<file path="src/rtl/rbcp_initiator.sv">
// RBCP initiator: converts local byte-burst requests into RBCP ACT/ADDR/WD/WE/RE
// cycles, one byte per strobe, and waits for the responder's ACK with a timeout.
module rbcp_initiator #(
    parameter int TIMEOUT  = 1000,
    parameter int TO_WIDTH = 16
) (
    input  logic        BUS_CLK,
    input  logic        BUS_RST_N,
    input  logic        REQ_VALID,
    output logic        REQ_READY,
    input  logic        REQ_WRITE,
    input  logic [31:0] REQ_ADDR,
    input  logic [7:0]  REQ_LEN,
    input  logic [7:0]  WR_DATA,
    input  logic        WR_VALID,
    output logic        WR_READY,
    output logic [7:0]  RD_DATA,
    output logic        RD_VALID,
    output logic        DONE,
    output logic        ERR,
    output logic        BUSY,
    output logic        RBCP_ACT,
    output logic [31:0] RBCP_ADDR,
    output logic [7:0]  RBCP_WD,
    output logic        RBCP_WE,
    output logic        RBCP_RE,
    input  logic        RBCP_ACK,
    input  logic [7:0]  RBCP_RD
);

    typedef enum logic [2:0] {
        S_IDLE, S_SETUP, S_FETCH, S_GAP, S_STROBE, S_WAIT_ACK, S_FINISH
    } state_t;

    state_t              state, state_nxt;
    logic                is_write;
    logic [7:0]          remaining;
    logic                err_flag;
    logic [TO_WIDTH-1:0] to_cnt;
    logic                timed_out;

    // The count reaches TIMEOUT on the same edge that leaves WAIT_ACK.
    assign timed_out = (to_cnt == TO_WIDTH'(TIMEOUT - 1));

    // NOTE: sequential state uses non-blocking assignments so every register
    // samples the pre-edge values of its neighbours.
    always_ff @(posedge BUS_CLK or negedge BUS_RST_N) begin
        if (!BUS_RST_N) state <= S_IDLE;
        else            state <= state_nxt;
    end

    // NOTE: every output and state_nxt gets a default first so no path through
    // the case statement can leave a value unassigned and infer a latch.
    always_comb begin
        state_nxt = state;
        REQ_READY = 1'b0;
        WR_READY  = 1'b0;
        BUSY      = 1'b1;
        RBCP_ACT  = 1'b0;
        RBCP_WE   = 1'b0;
        RBCP_RE   = 1'b0;
        DONE      = 1'b0;
        ERR       = 1'b0;
        case (state)
            S_IDLE: begin
                REQ_READY = 1'b1;
                BUSY      = 1'b0;
                if (REQ_VALID) state_nxt = (REQ_LEN == 8'd0) ? S_FINISH : S_SETUP;
            end
            S_SETUP: begin
                RBCP_ACT  = 1'b1;
                state_nxt = is_write ? S_FETCH : S_STROBE;
            end
            S_FETCH: begin
                RBCP_ACT = 1'b1;
                WR_READY = 1'b1;
                if (WR_VALID) state_nxt = S_STROBE;
            end
            S_GAP: begin
                RBCP_ACT  = 1'b1;
                state_nxt = S_STROBE;
            end
            S_STROBE: begin
                RBCP_ACT  = 1'b1;
                RBCP_WE   = is_write;
                RBCP_RE   = !is_write;
                state_nxt = S_WAIT_ACK;
            end
            S_WAIT_ACK: begin
                RBCP_ACT = 1'b1;
                if (RBCP_ACK) begin
                    if (remaining == 8'd1) state_nxt = S_FINISH;
                    else                   state_nxt = is_write ? S_FETCH : S_GAP;
                end else if (timed_out) begin
                    state_nxt = S_FINISH;
                end
            end
            S_FINISH: begin
                DONE      = 1'b1;
                ERR       = err_flag;
                state_nxt = S_IDLE;
            end
            default: state_nxt = S_IDLE;
        endcase
    end

    always_ff @(posedge BUS_CLK or negedge BUS_RST_N) begin
        if (!BUS_RST_N) begin
            is_write  <= 1'b0;
            remaining <= 8'd0;
            err_flag  <= 1'b0;
            to_cnt    <= '0;
            RBCP_ADDR <= 32'd0;
            RBCP_WD   <= 8'd0;
            RD_DATA   <= 8'd0;
            RD_VALID  <= 1'b0;
        end else begin
            RD_VALID <= 1'b0;
            case (state)
                S_IDLE: begin
                    if (REQ_VALID) begin
                        is_write  <= REQ_WRITE;
                        remaining <= REQ_LEN;
                        err_flag  <= (REQ_LEN == 8'd0);
                        // A rejected zero-length burst leaves the bus address untouched.
                        if (REQ_LEN != 8'd0) RBCP_ADDR <= REQ_ADDR;
                    end
                end
                S_FETCH: begin
                    if (WR_VALID) RBCP_WD <= WR_DATA;
                end
                S_STROBE: begin
                    to_cnt <= '0;
                end
                S_WAIT_ACK: begin
                    to_cnt <= to_cnt + 1'b1;
                    if (RBCP_ACK) begin
                        RBCP_ADDR <= RBCP_ADDR + 32'd1;
                        remaining <= remaining - 8'd1;
                        if (!is_write) begin
                            RD_DATA  <= RBCP_RD;
                            RD_VALID <= 1'b1;
                        end
                    end else if (timed_out) begin
                        err_flag <= 1'b1;
                    end
                end
                default: ;
            endcase
        end
    end

endmodule

</file>
<file path="config.mk">
export PLATFORM = sky130hd
export DESIGN_NAME = rbcp_initiator
export DESIGN_NICKNAME = d
export VERILOG_FILES = /design/src/rtl/rbcp_initiator.sv
export SDC_FILE = /design/constraint.sdc
export NUM_CORES = 1
export LEC_CHECK = 0
export BUFFER_PORTS_ARGS = -buffer_cell sky130_fd_sc_hd__buf_2
export CELL_PAD_IN_SITES_DETAIL_PLACEMENT = 1
export CELL_PAD_IN_SITES_GLOBAL_PLACEMENT = 2
export CORE_MARGIN = 4
export CORE_UTILIZATION = 33
export DETAILED_ROUTE_END_ITERATION = 8
export PLACE_DENSITY_LB_ADDON = 0.1
export SYNTH_ARGS = -nofsm -noshare
export SYNTH_HDL_FRONTEND = slang
export SYNTH_SLANG_ARGS = --single-unit
</file>
<file path="constraint.sdc">
create_clock -name BUS_CLK -period 4.9 [get_ports BUS_CLK]
set_clock_uncertainty 0.05 [all_clocks]
set_input_delay 0.98 -clock BUS_CLK [delete_from_list [all_inputs] [get_ports BUS_CLK]]
set_output_delay 0.98 -clock BUS_CLK [all_outputs]
set_load 0.02 [all_outputs]
</file>
Word-level counts from Yosys, hierarchy flattened
Index checks and enable logic that the tools add are counted.

word-level totals
  word-level logic and storage cells = 74
  output and inout port bits = 57
  input bits = 62
  bits in registers = 78

cells by class
  reductions and logical operators = 14
  eq/ne operators = 15
  multiplexer cells = 32
  bitwise logic cells = 1
  add/sub/neg operators = 3

operators with widths
  cell                                                                     count
  32-bit 2-to-1 mux                                                        3
  32-bit case mux with 2 select lines                                      1
  32-bit by 1-bit adder with 32-bit output, second input constant          1
  16-bit case mux with 2 select lines                                      1
  3-bit 2-to-1 mux                                                         7
  3-bit case mux with 6 select lines                                       1
  16-bit by 1-bit adder with 16-bit output, second input constant          1
  16-bit by 10-bit equality test with 1-bit output, second input constant  1
  8-bit 2-to-1 mux                                                         2
  8-bit case mux with 2 select lines                                       1
  1-bit 2-to-1 mux                                                         15
  2-bit != test, second input constant                                     6
  3-bit equality test, second input constant                               3
  3-bit AND reduction                                                      3
  8-bit by 1-bit equality test with 1-bit output, second input constant    1
  8-bit zero test                                                          1
  4-bit AND reduction                                                      2
  8-bit nonzero test                                                       1
  8-bit by 1-bit subtractor with 8-bit output, second input constant       1
  3-bit by 2-bit equality test with 1-bit output, second input constant    2
  5-bit OR reduction                                                       1
  2-bit AND reduction                                                      2
  2-bit nonzero test                                                       2
  3-bit by 1-bit equality test with 1-bit output, second input constant    1
  other kinds (5)                                                          5

Logic depth before layout (Yosys ltp)
Gate-level depths: netlist of run 1.

  word-level depth = 4
  depth in mapped cells = 8
  mapped depth without buffers = 7

Worst setup path before layout of run 1
No wires, ideal clock.

  path type = register to output
  start point = register state[1]
  end point = output RBCP_RE
  path slack = 2.399 ns
  stages on the path, launching flop included = 5
  data arrival time = 1.471 ns
  required time = 3.870 ns
  path buffers = 2
  cells stage by stage = dfrtp_1 nand2b_1 clkbuf_1 clkbuf_1 nor3_1

on the way
  cells in the longest elaborated chain, start to end = 2

ends and longest elaborated chain
  element                 RTL line  text
  from (decl)             35        state_t state, state_nxt;
  from (signal assigned)  49        else state <= state_nxt;
  3-bit equality test     64        case (state)
  1-bit 2-to-1 mux        64
  to (decl)               26        output logic RBCP_RE,

No other way between the ends.

Final worst setup path of run 1
  start point = register state[2]
  end point = output RBCP_WE

on the way
  cells in the longest elaborated chain, start to end = 2

ends and longest elaborated chain
  element              RTL line  text
  3-bit equality test  64
  1-bit 2-to-1 mux     64
  to (decl)            25        output logic RBCP_WE,

No other way between the ends.

==> summary.txt, run 1 <==
Detailed routing
  • Met3 routed WL: 687 µm
  • Remaining antenna violation count after routing: 0
  • Final wirelength: 14,640 µm
  • Met2 wire len: 6884 µm
  • DRC viols: 0
  • Drt via density: 5.615
  • Via count: 4,453
  • DR WL/cell: 18.46 µm
  • Met1 WL: 6778 µm
  • Top Metal Used: met4
  • First-pass DRT Iterations: 4
  • DR iter-0 viols: 182

Yosys
  • Warnings from Yosys: 0
  • Syn avg cell area: 8.744 µm²
  • Unique masters post-synth: 59
  • Post-synth EDFFs: 0
  • Post-Synthesis Cells: 506
  • Ys async rst share: 100.0%
  • Mapped Nets: 572
  • Top_reg_cell synth: dfrtp_1
  • Post-synthesis register bit count: 78
  • Mapped Area: 0.004424 mm²
  • Sequential element share of the synthesized area: 44.12%

Job
  • Max Cap Viol: 0

Floorplanning
  • Starting Density: 33.54%
  • Die height: 123.8 µm
  • Core area: 0.01319 mm²
  • # IOs: 119
  • DIE AREA: 0.01532 mm²
  • Cell row count: 42
  • Die width: 123.8 µm

Worst setup path
  • Worst setup SP type: flop
  • CP endpoint kind: output port
  • Crit-path leading delay family: simple AND/OR/NAND/NOR gates
  • WP data required: 3.87 ns
  • CP Class: reg2out
  • Slowest CP cell: nor2b_1
  • CP Buf/Inv Count: 1
  • Crit-path cells: nor2b_1 -> and3_1 -> buf_2
  • Arr. time, crit path: 2.07 ns
  • Worst Path Max Fanout: 14
  • Slowest Stage Delay on Critical Path: 0.69 ns

Clock tree
  • Htree depth: 3
  • Clk slew on worst S/H paths: 0.06 ns
  • Post-CTS Setup Inserts: 0
  • Post-CTS sizing: 0
  • Clock latency on the worst-skew pair: 0.35 ns
  • CTS Buf Count: 9
  • Clk root buf: clkbuf_16
  • Clock Sinks: 78
  • CTS Hold Bufs: 0
  • Clock buffer depth: 2
  • CTS tree: done

Power and ir drop
  • Worst VDD drop: 0.2118 mV
  • Net Sw Power: 1.648 mW
  • Flop pwr share: 35.7%
  • Power density over cell area: 644.3 mW/mm²
  • Leakage: 2.282 nW
  • Power consumption: 3.509 mW
  • Clk pwr share: 18.2%
  • Sw Ratio: 46.97%
  • Int Power: 1.861 mW
  • Logic pwr share: 46.1%

Final layout
  • Layout cells sized above 1: 26.42%
  • Non-filler cells, final: 793
  • Number of diodes: 0
  • Final core occ: 41.29%
  • Area Overhead vs Synth: 23.11%
  • Nets: 679

Worst hold path
  • Hold Crit Class: reg2reg

GRT
  • Pin count of the biggest net entering global routing: 66
  • Global-route wire length before repair: 23,490 µm
  • Vias in the first global route: 4,618
  • Gr usage total: 19.44%
  • Grt total ovfl: 0
  • Initial antenna violation count: 0

Timing
  • Worst Tran Pin Value: 0.8687 ns
  • Crit share post-route: 63.27%
  • Max-slew headroom: 41.64%
  • RSZ-0062 raised after global routing: false
  • F_max: 0.3225 GHz
  • Setup TNS: 0 ns
  • Endpoints failing hold: 0
  • Pins Over Slew Limit: 0
  • Post-layout minimum cycle time: 3.100 ns
  • Finish-stage setup viols: 0

Placement
  • PortBufs: 118
  • Detailed Place HPWL: 10,390 µm
  • Routability cong.: 0.8161
  • Placed cell count: 778

Run status
  • Status: finished clean
metrics by stage:
stage / hold WS (ns) / setup WS, ns / instance area (µm²)
after floorplan: 0.4157 / 2.399 / 4424
after global placement: 0.4338 / 1.674 / 5177
after detailed placement: 0.4398 / 1.632 / 5177
after CTS: 0.4534 / 1.798 / 5446
after global routing: 0.4622 / 1.688 / 5446
final: 0.4477 / 1.800 / 5446
worst register-to-register path, delay by kind of cell (launching register included):
| kind | cells | cell delay (ns) |
|---|---|---|
| AO/OA/AOI/OAI | 2 | 0.36 |
| AND/OR/NAND/NOR | 3 | 1.46 |
| flip-flops | 1 | 0.61 |
| buffers and inverters | 1 | 0.32 |
state kept, by name, summed over array words and instances, names as in the netlist:
register	flops
RBCP_WD	8
remaining	8
RBCP_ADDR	32
RD_VALID	1
state	3
RD_DATA	8
to_cnt	16
err_flag	1
is_write	1
final timing paths:
| path | start | end | slack, ns | cells after the start |
|---|---|---|---|---|
| worst max-delay path | state[2]$_DFFE_PN0P_ | RBCP_WE | 1.80 | 3 |
| worst min-delay path | RD_DATA[2]$_DFFE_PN0P_ | RD_DATA[2]$_DFFE_PN0P_ | 0.45 | 1 |
| worst max register to register | state[0]$_DFFE_PN0P_ | RBCP_ADDR[4]$_DFFE_PN0P_ | 1.96 | 6 |
| worst min register to register | RD_DATA[2]$_DFFE_PN0P_ | RD_DATA[2]$_DFFE_PN0P_ | 0.45 | 1 |
| max in group asynchronous | BUS_RST_N | RBCP_ADDR[2]$_DFFE_PN0P_ | 3.27 | 2 |
| min in group asynchronous | BUS_RST_N | RD_DATA[6]$_DFFE_PN0P_ | 0.56 | 1 |
layout by cell type, fill, tap and decap left out, types with 2 or more instances in the layout:
cell type and count:
o21ai_1 2, mux2i_1 6, nor4_1 12, a22o_1 5, nor2_1 40, nand2b_1 2
buf_4 7, a31oi_1 4, nor3_1 16, buf_2 117, o22ai_1 19, dfrtp_1 78
a21o_1 2, a32oi_1 4, and3_1 3, nand2_1 58, o22a_1 5, or3_1 7
nor4_2 2, nand3_1 28, a2bb2oi_1 6, o31ai_1 4, mux2_2 16, a21oi_1 46
o41ai_1 3, o211ai_1 2, o21a_1 3, ha_1 4, o32ai_1 3, inv_1 13
clkbuf_8 2, nor3b_1 2, or4_1 2, nand4_1 15, o21ai_0 40, and4_1 2
clkbuf_16 9, clkbuf_1 3
cell usage after synthesis, types with 3 or more instances:
cell / instances / area, µm²
mux2_2: 16 / 180.2
and3_1: 3 / 18.77
ha_1: 4 / 50.05
a32oi_1: 4 / 35.03
clkbuf_1: 19 / 71.32
a22o_1: 5 / 43.79
o41ai_1: 3 / 26.28
or3_1: 7 / 43.79
nand3_1: 28 / 140.1
buf_1: 3 / 11.26
a21oi_1: 46 / 230.2
o21a_1: 3 / 22.52
nor4_1: 12 / 75.07
nand4_1: 15 / 93.84
a31oi_1: 4 / 25.02
a2bb2oi_1: 6 / 52.55
o32ai_1: 3 / 26.28
o22a_1: 5 / 43.79
nor2_1: 41 / 153.9
dfrtp_1: 78 / 1952
o31ai_1: 4 / 30.03
nor3_1: 16 / 80.08
o21ai_0: 40 / 200.2
nand2_1: 58 / 217.7
buf_2: 6 / 30.03
inv_1: 13 / 48.80
o22ai_1: 19 / 118.9
mux2i_1: 6 / 60.06
per-layer routing:
layer,up-vias,GRT usage (%)
li1,2118,-
met3,20,3.224
met5,-,0
met2,101,31.53
met4,0,8.789
met1,2214,25.41
cells by family after synthesis:
logic type	Yosys count	share of synthesized area [%]
flip-flops	78	44.12
adder cells (fa/ha/maj)	4	1.131
AND/OR/NAND/NOR	200	22.74
buffers and inverters	41	3.648
multiplexers	22	5.430
AO/OA/AOI/OAI	161	22.94
power by group through the flow:
stage / Sequential [mW] / Clock [mW] / Combinational (mW)
2_1_floorplan: 1.38 / 0 / 0.920
3_3_place_gp: 1.25 / 0 / 1.59
3_5_place_dp: 1.26 / 0 / 1.64
4_1_cts: 1.25 / 0.654 / 1.64
5_1_grt: 1.30 / 0.674 / 1.80
6_report: 1.25 / 0.639 / 1.62
cell type report:
class | instances | area, µm²
tap | 176 | 220.2
timing repair buffer | 124 | 638.1
clock inverter | 1 | 5.005
inverter | 13 | 48.80
clock buffer | 14 | 264.0
multi-input combinational | 387 | 2318
sequential | 78 | 1952
fill | 1596 | 7744
Power figures use the tool's default switching activity.
==> run 2, diff against run 1 <==
- CORE_UTILIZATION: 33 -> 28
- clock period: 4.9 -> 2.5 ns (I/O delays scaled with it)
==> run 2 against run 1 <==
Setup slack lost 1.6 ns. Register-to-register slack worse by 1.7 ns. Critical endpoint is now RBCP_RE. Total power grew 110%.
==> summary.txt, run 2 (synthesis results as in run 1) <==
Final layout
  • Area Overhead vs Synth: 31.05% (was 23.11%)
  • Top reg by flops: RBCP_ADDR (unchanged)
  • Largest registers: RBCP_ADDR (32), to_cnt (16) (unchanged)
  • Most frequent cells in the layout: buf_2, dfrtp_1, nand2_1, a21oi_1 (unchanged)
  • Most common cell after layout, fill and taps aside: buf_2 (unchanged)
  • Largest register FFs: 32 (unchanged)
  • Nets: 706 (was 679)
  • # fillers: 1,869 (was 1,596)
  • Number of diodes: 0 (unchanged)
  • Layout cells sized above 1: 29.92% (was 26.42%)

Floorplanning
  • Starting Density: 28.89% (was 33.54%)
  • Cell row count: 45 (was 42)
  • Core area: 0.01531 mm² (was 0.01319 mm²)
  • Die width: 133.7 µm (was 123.8 µm)
  • DIE AREA: 0.01788 mm² (was 0.01532 mm²)
  • Die height: 133.7 µm (was 123.8 µm)
  • # IOs: 119 (unchanged)

Timing
  • Setup TNS: 0 ns (unchanged)
  • Post-layout minimum cycle time: 2.251 ns
  • F_max: 0.4442 GHz
  • Endpoints failing hold: 0 (unchanged)
  • Finish-stage setup viols: 0 (unchanged)
  • Max-slew headroom: 63.00% (was 41.64%)
  • RSZ-0062 raised after global routing: false (unchanged)
  • Worst Tran Pin Value: 0.5500 ns (was 0.8687 ns)
  • Crit share post-route: 90.05%
  • Pins Over Slew Limit: 0 (unchanged)

Worst setup path
  • CP Class: reg2out (unchanged)
  • WP data required: 1.95 ns (was 3.87 ns)
  • R2r setup slk: 0.26 ns (was 1.96 ns)
  • Worst setup SP type: flop (unchanged)
  • Arr. time, crit path: 1.70 ns (was 2.07 ns)
  • CP endpoint kind: output port (unchanged)
  • Worst Path Max Fanout: 23 (was 14)
  • Worst setup path startpoint: state[1]$_DFFE_PN0P_ (was state[2]$_DFFE_PN0P_)
  • RR Startpoint: RBCP_ADDR[15]$_DFFE_PN0P_ (was state[0]$_DFFE_PN0P_)

Detailed routing
  • Final wirelength: 15,490 µm (was 14,640 µm)
  • Drt via density: 5.264 (was 5.615)
  • First-pass DRT Iterations: 4 (unchanged)
  • DRC viols: 0 (unchanged)
  • DR WL/cell: 18.09 µm (was 18.46 µm)
  • Via count: 4,506 (was 4,453)
  • Remaining antenna violation count after routing: 0 (unchanged)
  • DR iter-0 viols: 216 (was 182)

Power and ir drop
  • Leakage: 2.456 nW (was 2.282 nW)
  • Power density over cell area: 1287 mW/mm² (was 644.3 mW/mm²)
  • Power consumption: 7.462 mW (was 3.509 mW)
  • Worst VDD drop: 0.4584 mV (was 0.2118 mV)

Clock tree
  • CTS Hold Bufs: 0 (unchanged)
  • Post-CTS Setup Inserts: 0 (unchanged)
  • Clk root buf: clkbuf_16 (unchanged)
  • Post-CTS sizing: 0 (unchanged)
  • Htree depth: 3 (unchanged)
  • Clock Sinks: 78 (unchanged)
  • Clock latency on the worst-skew pair: 0.35 ns (about the same)
  • CTS tree: done (unchanged)
  • Clk slew on worst S/H paths: 0.06 ns (about the same)
  • Clock buffer depth: 2 (unchanged)
  • CTS Buf Count: 9 (unchanged)

GRT
  • Grt total ovfl: 0 (unchanged)
  • Global-route wire length before repair: 25,100 µm (was 23,490 µm)
  • Pin count of the biggest net entering global routing: 48 (was 66)
  • Vias in the first global route: 4,737 (was 4,618)
  • Initial antenna violation count: 0 (unchanged)
  • Gr usage total: 17.44% (was 19.44%)

Job
  • Max Cap Viol: 0 (unchanged)

Run status
  • Status: finished clean (unchanged)

Placement
  • Detailed Place HPWL: 11,390 µm (was 10,390 µm)
  • PortBufs: 118 (unchanged)
  • Routability cong.: 0.8016 (was 0.8161)

Worst hold path
  • Hold Crit Class: in2async (was reg2reg)
run 2: cell count changes in the layout (fill, tap and decap cells not counted):
cell,delta
buf_12,+2
buf_4,+25
bufinv_16,+3
clkbuf_1,-2
clkbuf_8,-1
clkinv_2,-1
clkinv_4,+1
clkinvlp_4,+1
run 2: worst paths after layout:
| path | cells after the start | to |
|---|---|---|
| hold / removal | 1 | RD_DATA[2]$_DFFE_PN0P_ |
| setup / recovery | 5 | RBCP_RE |
| min in group BUS_CLK | 3 | is_write$_DFFE_PN0P_ |
| hold reg to reg | 1 | RD_DATA[5]$_DFFE_PN0P_ |
| setup reg to reg | 5 | RBCP_ADDR[29]$_DFFE_PN0P_ |
| max in group asynchronous | 2 | to_cnt[13]$_DFFE_PN0P_ |
run 2: final cells by class:
| cell class | instances | area [µm²] | area share [%] |
|---|---|---|---|
| multi-input combinational | 387 | 2318 | 39.99 |
| clock inverter | 5 | 106.4 | 1.834 |
| sequential | 78 | 1952 | 33.66 |
| inverter | 13 | 48.80 | 0.8416 |
| timing repair buffer | 151 | 865.8 | 14.93 |
| tap | 211 | 264.0 | 4.553 |
| clock buffer | 11 | 242.7 | 4.186 |
run 2: worst max-delay path: stages, from the launching register on:
cell      delay, ns
dfrtp_1        0.39
buf_4          0.19
nand2b_1       0.20
buf_4          0.24
nor3_1         0.14
buf_2          0.19
run 2: report_power, final:
part	leakage, nW	switching [mW]	internal [mW]
combinational	1.34	2.20	1.32
clock	0.166	0.571	1.01
sequential	0.950	0.581	1.78
run 2: layer usage:
metal | global-route usage (%) | vias up | wire length [µm]
met2 | 29.31 | 81 | 7520
met1 | 22.65 | 2237 | 7179
met3 | 4.418 | 11 | 643
li1 | - | 2177 | -
met5 | 0 | - | 0
met4 | 3.829 | 0 | 142
run 2: metrics by stage:
stage	util (%)	instance area, µm²	setup slack (ns)	instances	hold slack, ns
6_report	37.86	5798	0.2488	856	0.05073
2_1_floorplan	-	4424	0.3098	506	0.1544
3_5_place_dp	35.58	5449	0.2235	840	0.4402
4_1_cts	37.86	5798	0.2207	856	0.05956
5_1_grt	37.86	5798	0.1394	856	0.07922
3_3_place_gp	35.58	5449	0.2695	840	0.4308
